File: config.mk
export PLATFORM = sky130hd
export DESIGN_NAME = fetch_sequencer
export DESIGN_NICKNAME = d
export VERILOG_FILES = /design/src/rtl/fetch_sequencer.sv
export SDC_FILE = /design/constraint.sdc
export NUM_CORES = 1
export LEC_CHECK = 0
export CORE_MARGIN = 2
export CORE_UTILIZATION = 45
export DETAILED_ROUTE_END_ITERATION = 8
export PLACE_DENSITY = 0.78
export RECOVER_POWER = 50
export SLEW_MARGIN = 15
export SYNTH_ARGS = -nofsm -noshare
export SYNTH_HDL_FRONTEND = slang
export SYNTH_SLANG_ARGS = --single-unit
File: constraint.sdc
create_clock -name clk -period 3.4 [get_ports clk]
set_input_delay 0.85 -clock clk [delete_from_list [all_inputs] [get_ports clk]]
set_output_delay 0.85 -clock clk [all_outputs]
set_load 0.05 [all_outputs]
File: src/rtl/fetch_sequencer.sv
// Instruction fetch and PC sequencing for the single-cycle-issue MIPS core.
// Fetches into an instruction register, issues it, then steps the PC on commit.
module fetch_sequencer #(
    parameter logic [31:0] RESET_PC = 32'h0000_0000
) (
    input  logic        clk,
    input  logic        rst_n,
    input  logic        run,
    output logic        imem_req,
    output logic [31:0] imem_addr,
    input  logic [31:0] imem_rdata,
    input  logic        imem_valid,
    output logic [31:0] instr,
    output logic [5:0]  opcode,
    output logic        instr_valid,
    input  logic        commit,
    input  logic        branch,
    input  logic        jump,
    input  logic        zero,
    output logic [31:0] pc,
    output logic        halted
);

    typedef enum logic [1:0] {
        IDLE  = 2'd0,
        FETCH = 2'd1,
        ISSUE = 2'd2,
        HALT  = 2'd3
    } stateT;

    localparam logic [5:0] HALT_OPCODE = 6'b111111;

    stateT       state;
    stateT       nextState;
    logic [31:0] pcReg;
    logic [31:0] instrReg;
    logic        loadInstr;
    logic        loadPc;

    logic [31:0] pcPlus4;
    logic [31:0] jumpTarget;
    logic [31:0] branchOffset;
    logic [31:0] branchTarget;
    logic [31:0] pcNext;

    // NOTE: sequential state uses non-blocking (<=) so every register samples pre-edge values.
    always_ff @(posedge clk or negedge rst_n) begin
        if (!rst_n) begin
            state <= IDLE;
        end else begin
            state <= nextState;
        end
    end

    // NOTE: every output of this block gets a default first, so no path can infer a latch.
    always_comb begin
        nextState = state;
        loadInstr = 1'b0;
        loadPc    = 1'b0;
        case (state)
            IDLE: begin
                if (run) begin
                    nextState = FETCH;
                end
            end
            FETCH: begin
                // Request held with no timeout; a halt word parks the unit for good.
                if (imem_valid) begin
                    loadInstr = 1'b1;
                    nextState = (imem_rdata[31:26] == HALT_OPCODE) ? HALT : ISSUE;
                end
            end
            ISSUE: begin
                if (commit) begin
                    loadPc    = 1'b1;
                    nextState = run ? FETCH : IDLE;
                end
            end
            HALT: begin
                nextState = HALT;
            end
            default: begin
                nextState = IDLE;
            end
        endcase
    end

    // Next-PC arithmetic wraps naturally at 32 bits; jump outranks branch.
    assign pcPlus4      = pcReg + 32'd4;
    assign jumpTarget   = {pcPlus4[31:28], instrReg[25:0], 2'b00};
    assign branchOffset = {{14{instrReg[15]}}, instrReg[15:0], 2'b00};
    assign branchTarget = pcPlus4 + branchOffset;

    always_comb begin
        pcNext = pcPlus4;
        if (jump) begin
            pcNext = jumpTarget;
        end else if (branch && zero) begin
            pcNext = branchTarget;
        end
    end

    always_ff @(posedge clk or negedge rst_n) begin
        if (!rst_n) begin
            pcReg    <= RESET_PC;
            instrReg <= 32'h0000_0000;
        end else begin
            if (loadPc) begin
                pcReg <= pcNext;
            end
            if (loadInstr) begin
                instrReg <= imem_rdata;
            end
        end
    end

    // Control outputs decode straight from state so reset clears them in the same cycle.
    assign imem_req    = (state == FETCH);
    assign instr_valid = (state == ISSUE);
    assign halted      = (state == HALT);
    assign imem_addr   = pcReg;
    assign pc          = pcReg;
    assign instr       = instrReg;
    assign opcode      = instrReg[31:26];

endmodule

# Word level (Yosys, flattened, before mapping)
# Index checks and enable logic that the tools add are counted.
[word_totals]
regBits = 66
in_bits = 40
[classes]
n_addsub = 2
n_eq_ne = 7
n_mux = 12
reduce_logical = 3
[ops]
columns = ["operator", "n"]
rows = [
  ["2-to-1 mux 32 bit", 2],
  ["adder 32 x 3 -> 32 bit (second input constant)", 1],
  ["adder 32 bit", 1],
  ["one-hot mux 2 bit (4 select lines)", 1],
  ["equality test 6 bit (second input constant)", 1],
  ["2-to-1 mux 1 bit", 6],
  ["2-to-1 mux 2 bit", 3],
  ["equality test 2 bit (second input constant)", 2],
  ["inequality test 2 x 1 -> 1 bit (second input constant)", 2],
  ["AND reduction 3 bit", 1],
  ["equality test 2 x 1 -> 1 bit (second input constant)", 1],
  ["logical NOT 2 bit", 1],
  ["inequality test 2 bit (second input constant)", 1],
  ["logical AND 1 bit", 1],
]

# Longest topological paths before layout
# Gate-level depths: netlist (run 1).
[logic_depth]
word_depth = 4
mapped_depth = 18
mapped_depth_nobuf = 16

# Worst setup path after synthesis (run 1)
# No wires, ideal clock.
[synth_timing]
kind = "register to register"
from = "register pcReg[4] (netlist: imem_addr[4])"
to = "register pcReg[28] (netlist: imem_addr[28])"
setup_ns = 0.078
arrival_ns = 3.913
required_ns = 3.322
setup_slack_ns = -0.591
path_stages_with_launch = 19
n_path_buf = 2
period_less_slack_ns = 3.991
cell_sequence = "dfrtp_1 -> buf_2 -> nand4_2 -> nor3_4 -> nand3_2 -> or2_1 -> buf_6 -> nor2_1 -> xor2_1 -> ha_1 -> and4_1 -> and2_1 -> a221oi_1 -> o21ai_1 -> a21o_1 -> a221oi_1 -> xnor2_1 -> mux2i_1 -> a21oi_1"
[synth_between]
elab_chain_len = 4
[synth_lines]
columns = ["item", "line_no", "rtl"]
rows = [
  ["start, declared", "35", "logic [31:0] pcReg;"],
  ["start signal, assigned", "109", "pcReg <= pcNext;"],
  ["adder 32 x 3 -> 32 bit (*)", "89", "assign pcPlus4 = pcReg + 32'd4;"],
  ["adder 32 bit", "92", "assign branchTarget = pcPlus4 + branchOffset;"],
  ["2-to-1 mux 32 bit", "98", "end else if (branch && zero) begin"],
  ["2-to-1 mux 32 bit (*)", "96", "if (jump) begin"],
]
# Every way passes the cells marked *; elsewhere a longest branch is shown, timed or not.
# A chain may end at the register's enable or synchronous reset.

# Worst setup path after layout (run 1)
[layout_timing]
from = "register pcReg[7] (netlist: imem_addr[7])"
to = "register pcReg[21] (netlist: imem_addr[21])"
[layout_between]
elab_chain_len = 4
[layout_lines]
columns = ["item", "line_no"]
rows = [
  ["adder 32 x 3 -> 32 bit (*)", "89"],
  ["adder 32 bit", "92"],
  ["2-to-1 mux 32 bit (*)", "98"],
  ["2-to-1 mux 32 bit (*)", "96"],
]
# Marked as above.

==> flow_metrics.env, run 1 <==
export IMPL_via_per_inst=6.01
export IMPL_reg2reg_to="imem_addr[21]"
export IMPL_core_mm2=0.0119
export IMPL_ys_async_sr_fraction_pct=100
export IMPL_crit_path_top_delay_cell="dfrtp_2"
export IMPL_ctsHoldBuffers=0
export IMPL_cp_max_fo=6
export IMPL_dieArea_mm2=0.0130
export IMPL_r2r_setup_slack_ns=-0.009
export IMPL_synth_avg_cell_area_um2=8.77
export IMPL_rsz0062_at_grt="yes"
export IMPL_reg2reg_depth=14
export IMPL_critPathRequiredTime_ns=3.61
export IMPL_timing_fmax_mhz=293
export IMPL_path_cells="and4_4 > nand2_2 > or2_4 > xnor2_2 > ha_2 > nand4_1 > a211oi_2 > buf_4 > a41oi_4 > nand3_1 > a21oi_1 > xor2_1 > o21ai_0 > a22o_1"
export IMPL_slowest_delay_ns=0.39
export IMPL_dpl_instance_area_mm2=0.00720
export IMPL_cp_top_family="compound AO/OA/AOI/OAI gates"
export IMPL_cp_startpoint="imem_addr[7]"
export IMPL_grt_pass1_vias=5413
export IMPL_row_count=40
export IMPL_fin_crit_sh_pct=100
export IMPL_portBuffers=140
export IMPL_ys_ff_latch=64
export IMPL_endpoint="imem_addr[21]"
export IMPL_wl_per_cell_um=19.6
export IMPL_fin_worst_skew_ns=0.00885
export IMPL_clk_path_buf_depth=2
export IMPL_cp_start_kind="register"
export IMPL_drc=0
export IMPL_dp_hpwl_um=12700
export IMPL_io_pins=145
export IMPL_violations="capacitance limit, slew limit, setup timing"
export IMPL_drtIter0Drc=544
export IMPL_synth_flop_cell="dfrtp_1"
export IMPL_overflow=0
export IMPL_path_depth=14
export IMPL_start_util_pct=45.9
export IMPL_worstPathArrival_ns=3.62
export IMPL_yosysWarningCount=0
export IMPL_cts_tree="done"
export IMPL_worstReg2RegStart="imem_addr[7]"
export IMPL_end_kind="register"
export IMPL_setup_slack_ns=-0.00912
export IMPL_cts_htree_levels=3
export IMPL_clk_pin_slew_worst_paths_ns=0.06
export IMPL_n_antenna_cell=0
export IMPL_grt_use_total_pct=26.0
export IMPL_ys_types=70
export IMPL_area_growth_pct=46.5
export IMPL_layout_commonest_cell="clkdlybuf4s50_1"
export IMPL_min_period_ns=3.41
export IMPL_hold_violations=0
export IMPL_ys_seq_area_share_pct=29.3
export IMPL_synth_area_mm2=0.00546
export IMPL_drt_pass1_iter_count=5
export IMPL_worst_slew_margin_rel_pct=-6.53
export IMPL_dieWidth_um=114
export IMPL_final_setup_viol_count=2
export IMPL_status="complete, but fails checks"
export IMPL_synthCells=623
export IMPL_antenna_found_initial=0
export IMPL_hold_path_class="reg2reg"
export IMPL_wl_um=18400
export IMPL_finalMaxSlewViolations=65
export IMPL_root_buffer="clkbuf_16"
export IMPL_gp_congestion=0.953
export IMPL_tightest_slew_ns=1.60
export IMPL_nNetsFinal=865
export IMPL_vias=5641
export IMPL_timing_worst_setup_path_type="reg2reg"
export IMPL_design_area_mm2=0.00800
export IMPL_synth_edf_count=0
export IMPL_grt_max_degree=65
export IMPL_die_h_um=114
export IMPL_drive_gt1_share_pct=27.8
export IMPL_clkLatencyLatePin_ns=0.33
export IMPL_cts_sinks=64
export IMPL_postRouteAntennaNets=0
export IMPL_crit_buf_inv=1
export IMPL_layout_common_cells="clkdlybuf4s50_1, buf_4, nand2_1, dfrtp_1, nor2_1"
export IMPL_drv_cap=1
export IMPL_cts_made_buffers=9
export IMPL_grt_pass1_wl_um=27000
synth_stat cells, drive strengths merged (14+ instances only):
cell type | number | area share (%)
nor2 | 43 | 3.0
inv | 14 | 0.96
ha | 37 | 8.5
nand2 | 63 | 4.3
buf | 44 | 6.0
dfrtp | 64 | 29
xor2 | 19 | 3.0
nand3 | 19 | 1.8
a21o | 20 | 2.7
a21oi | 45 | 4.2
o21ai | 34 | 3.1
xnor2 | 31 | 5.0
clkbuf | 20 | 1.4
mux2 | 32 | 6.6
layout make-up:
cell class,count,area [µm²]
Sequential cell,64,1620
Clock inverter,5,103
Timing Repair Buffer,214,1940
Clock buffer,11,253
Multi-Input combinational cell,484,3850
Tap cell,147,184
Fill cell,888,3910
Inverter,14,52.6
how the worst min path moves through the flow:
| stage | from | slack, ns | cells after the start | endpoint |
|---|---|---|---|---|
| final | instr[31] | 0.53 | 1 | instr[31] |
| after global routing | instr[31] | 0.54 | 1 | instr[31] |
| after CTS | rst_n | 0.54 | 2 | instr[10] |
| after detailed placement | imem_addr[31] | 0.52 | 1 | imem_addr[31] |
| after global placement | imem_addr[31] | 0.50 | 1 | imem_addr[31] |
| after floorplan | rst_n | 0.55 | 0 | imem_addr[10] |
cell families after synthesis:
logic type | after synthesis | synth area share (%)
simple gates | 195 | 18.4
other cells | 1 | 0.0686
xor+xnor | 50 | 8.01
compound gates | 161 | 19.7
mux | 36 | 7.33
buf+inv | 78 | 8.29
flops | 64 | 29.3
fa+ha+maj | 38 | 8.84
metal layers:
metal	GRT usage (%)	share of wire (%)	vias to the layer above	wire, µm
met5	0	0	-	0
met2	42.3	48	343	8840
met1	33.7	40	2690	7410
li1	-	-	2543	-
met4	10.8	3.1	0	569
met3	5.51	8.7	65	1600
flip-flops by register name, summed over array words and instances (netlist names):
signal and cells:
state 2, imem_addr 30, instr 32
repair_timing:
item	in CTS	in global routing
endpoints found under the setup margin	9	18
pin swaps	2	24
gates resized for setup	10	59
buffers inserted	0	11
worst register-to-register path, delay by kind of cell, from the launching register on:
kind,cells,cell delay (ns)
AO/OA/AOI/OAI,5,1.00
AND/OR/NAND/NOR,5,0.95
flip-flops,1,0.39
adder cells (fa/ha/maj),1,0.39
XOR/XNOR,2,0.36
buffers and inverters,1,0.19
per-stage QoR:
| stage | std cells | setup slack (ns) | hold WS, ns | utilization, % | TNS, ns |
|---|---|---|---|---|---|
| after floorplan | 626 | -0.102 | 0.546 | - | -0.160 |
| after global placement | 912 | -0.0276 | 0.497 | 60.4 | -0.0400 |
| after detailed placement | 912 | -0.0745 | 0.525 | 60.4 | -0.281 |
| after CTS | 928 | 0.00888 | 0.537 | 63.8 | 0 |
| after global routing | 939 | -0.149 | 0.537 | 67.2 | -1.31 |
| final | 939 | -0.00912 | 0.526 | 67.2 | -0.00915 |
Power of run 1 is left out: the tool's default activity adds up to more than one toggle a clock period on the data nets, which glitch-free logic cannot reach.
==> inputs of run 2 (changes only) <==
--- a/config.mk
+++ b/config.mk
@@ -6,9 +6,9 @@
 export NUM_CORES = 1
 export LEC_CHECK = 0
 export CORE_MARGIN = 2
-export CORE_UTILIZATION = 45
+export CORE_UTILIZATION = 27
 export DETAILED_ROUTE_END_ITERATION = 8
-export PLACE_DENSITY = 0.78
+export PLACE_DENSITY_LB_ADDON = 0.12
 export RECOVER_POWER = 50
 export SLEW_MARGIN = 15
 export SYNTH_ARGS = -nofsm -noshare
==> run 2 against run 1 <==
Effect of this change: the flow finishes with violations (capacitance limit, slew limit); non-clock buffer count rose by 16; final area rose by 2.5%; hold slack got worse by 0.022 ns; sequential cell count did not move; die area rose by 64%; count of clock-buffer cells in the layout did not move; via count fell by 4.6%; largest cell class unchanged; highest routed layer unchanged.
==> flow_metrics.env, run 2 (synthesis gave the netlist of run 1 again) <==
export IMPL_clkLatencyLatePin_ns=0.34
export IMPL_finalMaxSlewViolations=28
export IMPL_core_mm2=0.0200
export IMPL_cp_max_fo=4
export IMPL_root_buffer="clkbuf_16"
export IMPL_rsz0062_at_grt="yes"
export IMPL_wl_um=19000
export IMPL_drive_gt1_share_pct=27.8
export IMPL_n_antenna_cell=0
export IMPL_fill_cells=2027
export IMPL_place_inst=1051
export IMPL_wl_per_cell_um=17.6
export IMPL_grt_pass1_vias=5332
export IMPL_drv_cap=1
export IMPL_cts_htree_levels=3
export IMPL_layout_commonest_cell="clkdlybuf4s50_1"
export IMPL_gp_congestion=0.938
export IMPL_largest_reg_flops=32
export IMPL_min_period_ns=3.37
export IMPL_grt_max_degree=39
export IMPL_postRouteAntennaNets=0
export IMPL_cp_start_kind="register"
export IMPL_layout_common_cells="clkdlybuf4s50_1, buf_4, nand2_1, dfrtp_1, nor2_1"
export IMPL_regArea_mm2=0.00162
export IMPL_drt_pass1_iter_count=5
export IMPL_dp_hpwl_um=14700
export IMPL_drtIter0Drc=285
export IMPL_finalNonFillerCells=1078
export IMPL_clk_pin_slew_worst_paths_ns=0.06
export IMPL_timing_fmax_mhz=297
export IMPL_area_growth_pct=50.2
export IMPL_vias=5382
export IMPL_hold_violations=0
export IMPL_gr_usage_met2_pct=28.7
export IMPL_grt_pass1_wl_um=29600
export IMPL_setup_tns_final_ns=0
export IMPL_hold_worst_slack_ns=0.504
export IMPL_die_h_um=146
export IMPL_grt_busiest_layer="met2"
export IMPL_dieArea_mm2=0.0214
export IMPL_cts_tree="done"
export IMPL_io_pins=145
export IMPL_multi_input_area_mm2=0.00380
export IMPL_worstPathArrival_ns=3.62
export IMPL_clk_path_buf_depth=2
export IMPL_row_count=52
export IMPL_worst_slew_margin_rel_pct=-5.35
export IMPL_overflow=0
export IMPL_fin_util_pct=40.9
export IMPL_status="complete, but fails checks"
export IMPL_end_kind="register"
export IMPL_nNetsFinal=881
export IMPL_hold_path_class="reg2reg"
export IMPL_met1_usage_pct=24.3
export IMPL_tightest_slew_ns=1.58
export IMPL_drc=0
export IMPL_cts_sinks=64
export IMPL_violations="capacitance limit, slew limit"
export IMPL_start_util_pct=27.3
export IMPL_cts_made_buffers=9
export IMPL_globalRouteMet3Util_pct=2.22
export IMPL_fin_crit_sh_pct=99.2
export IMPL_antenna_found_initial=0
export IMPL_fin_worst_skew_ns=0.0101
export IMPL_via_per_inst=4.99
export IMPL_dieWidth_um=146
export IMPL_grt_use_total_pct=17.5
export IMPL_critPathRequiredTime_ns=3.65
export IMPL_final_setup_viol_count=0
export IMPL_portBuffers=140
export IMPL_timing_worst_setup_path_type="reg2reg"
## run 2: final cells by class
class | count | area share [%]
repair buffers | 230 | 25.3
well taps | 270 | 4.12
clock inverters | 5 | 0.976
clock buffers | 11 | 2.96
multi-input cells | 484 | 46.3
inverters | 14 | 0.640
flip-flops and latches | 64 | 19.7
## run 2: what timing repair did
| item | 4_1_cts | 5_1_grt |
|---|---|---|
| buffers inserted | 2 | 9 |
| hold buffers | 0 | 0 |
| gates resized for setup | 12 | 54 |
| pin swaps | 2 | 26 |
| endpoints found under the setup margin | 8 | 15 |
## run 2: path summary, 6_finish.rpt
path	startpoint	end	slack (ns)	depth (start not counted)
worst max-delay path	imem_addr[6]	imem_addr[24]	0.03	14
worst min-delay path	imem_addr[31]	imem_addr[31]	0.50	1
worst max register to register	imem_addr[6]	imem_addr[24]	0.03	14
worst min register to register	imem_addr[31]	imem_addr[31]	0.50	1
max in group asynchronous	rst_n	imem_addr[3]	0.70	2
min in group asynchronous	rst_n	instr[7]	0.89	1
## run 2: worst max-delay path, cell delays in order (launching register included)
cell      delay (ns)
dfrtp_2         0.41
nand4_4         0.09
nor2_1          0.22
and4_1          0.23
xor2_1          0.20
ha_1            0.27
a21o_1          0.21
a21oi_1         0.19
o221ai_2        0.15
a221oi_2        0.37
o211ai_1        0.23
nor2_1          0.18
o21ai_1         0.12
xnor2_1         0.16
a221oi_1        0.23
## run 2: layer usage
layer,vias up,part of all wire (%)
li1,2582,-
met1,2624,47
met2,153,48
met3,23,3.6
met4,0,1.9
met5,-,0
## run 2: stage by stage
| stage | worst slack (ns) | area [µm²] |
|---|---|---|
| 6_report | 0.0281 | 8210 |
| 5_1_grt | -0.178 | 8210 |
| 4_1_cts | -0.0397 | 7890 |
| 3_5_place_dp | -0.108 | 7480 |
| 3_3_place_gp | -0.104 | 7480 |
| 2_1_floorplan | -0.102 | 5540 |
Power of run 2 is left out for the same reason.
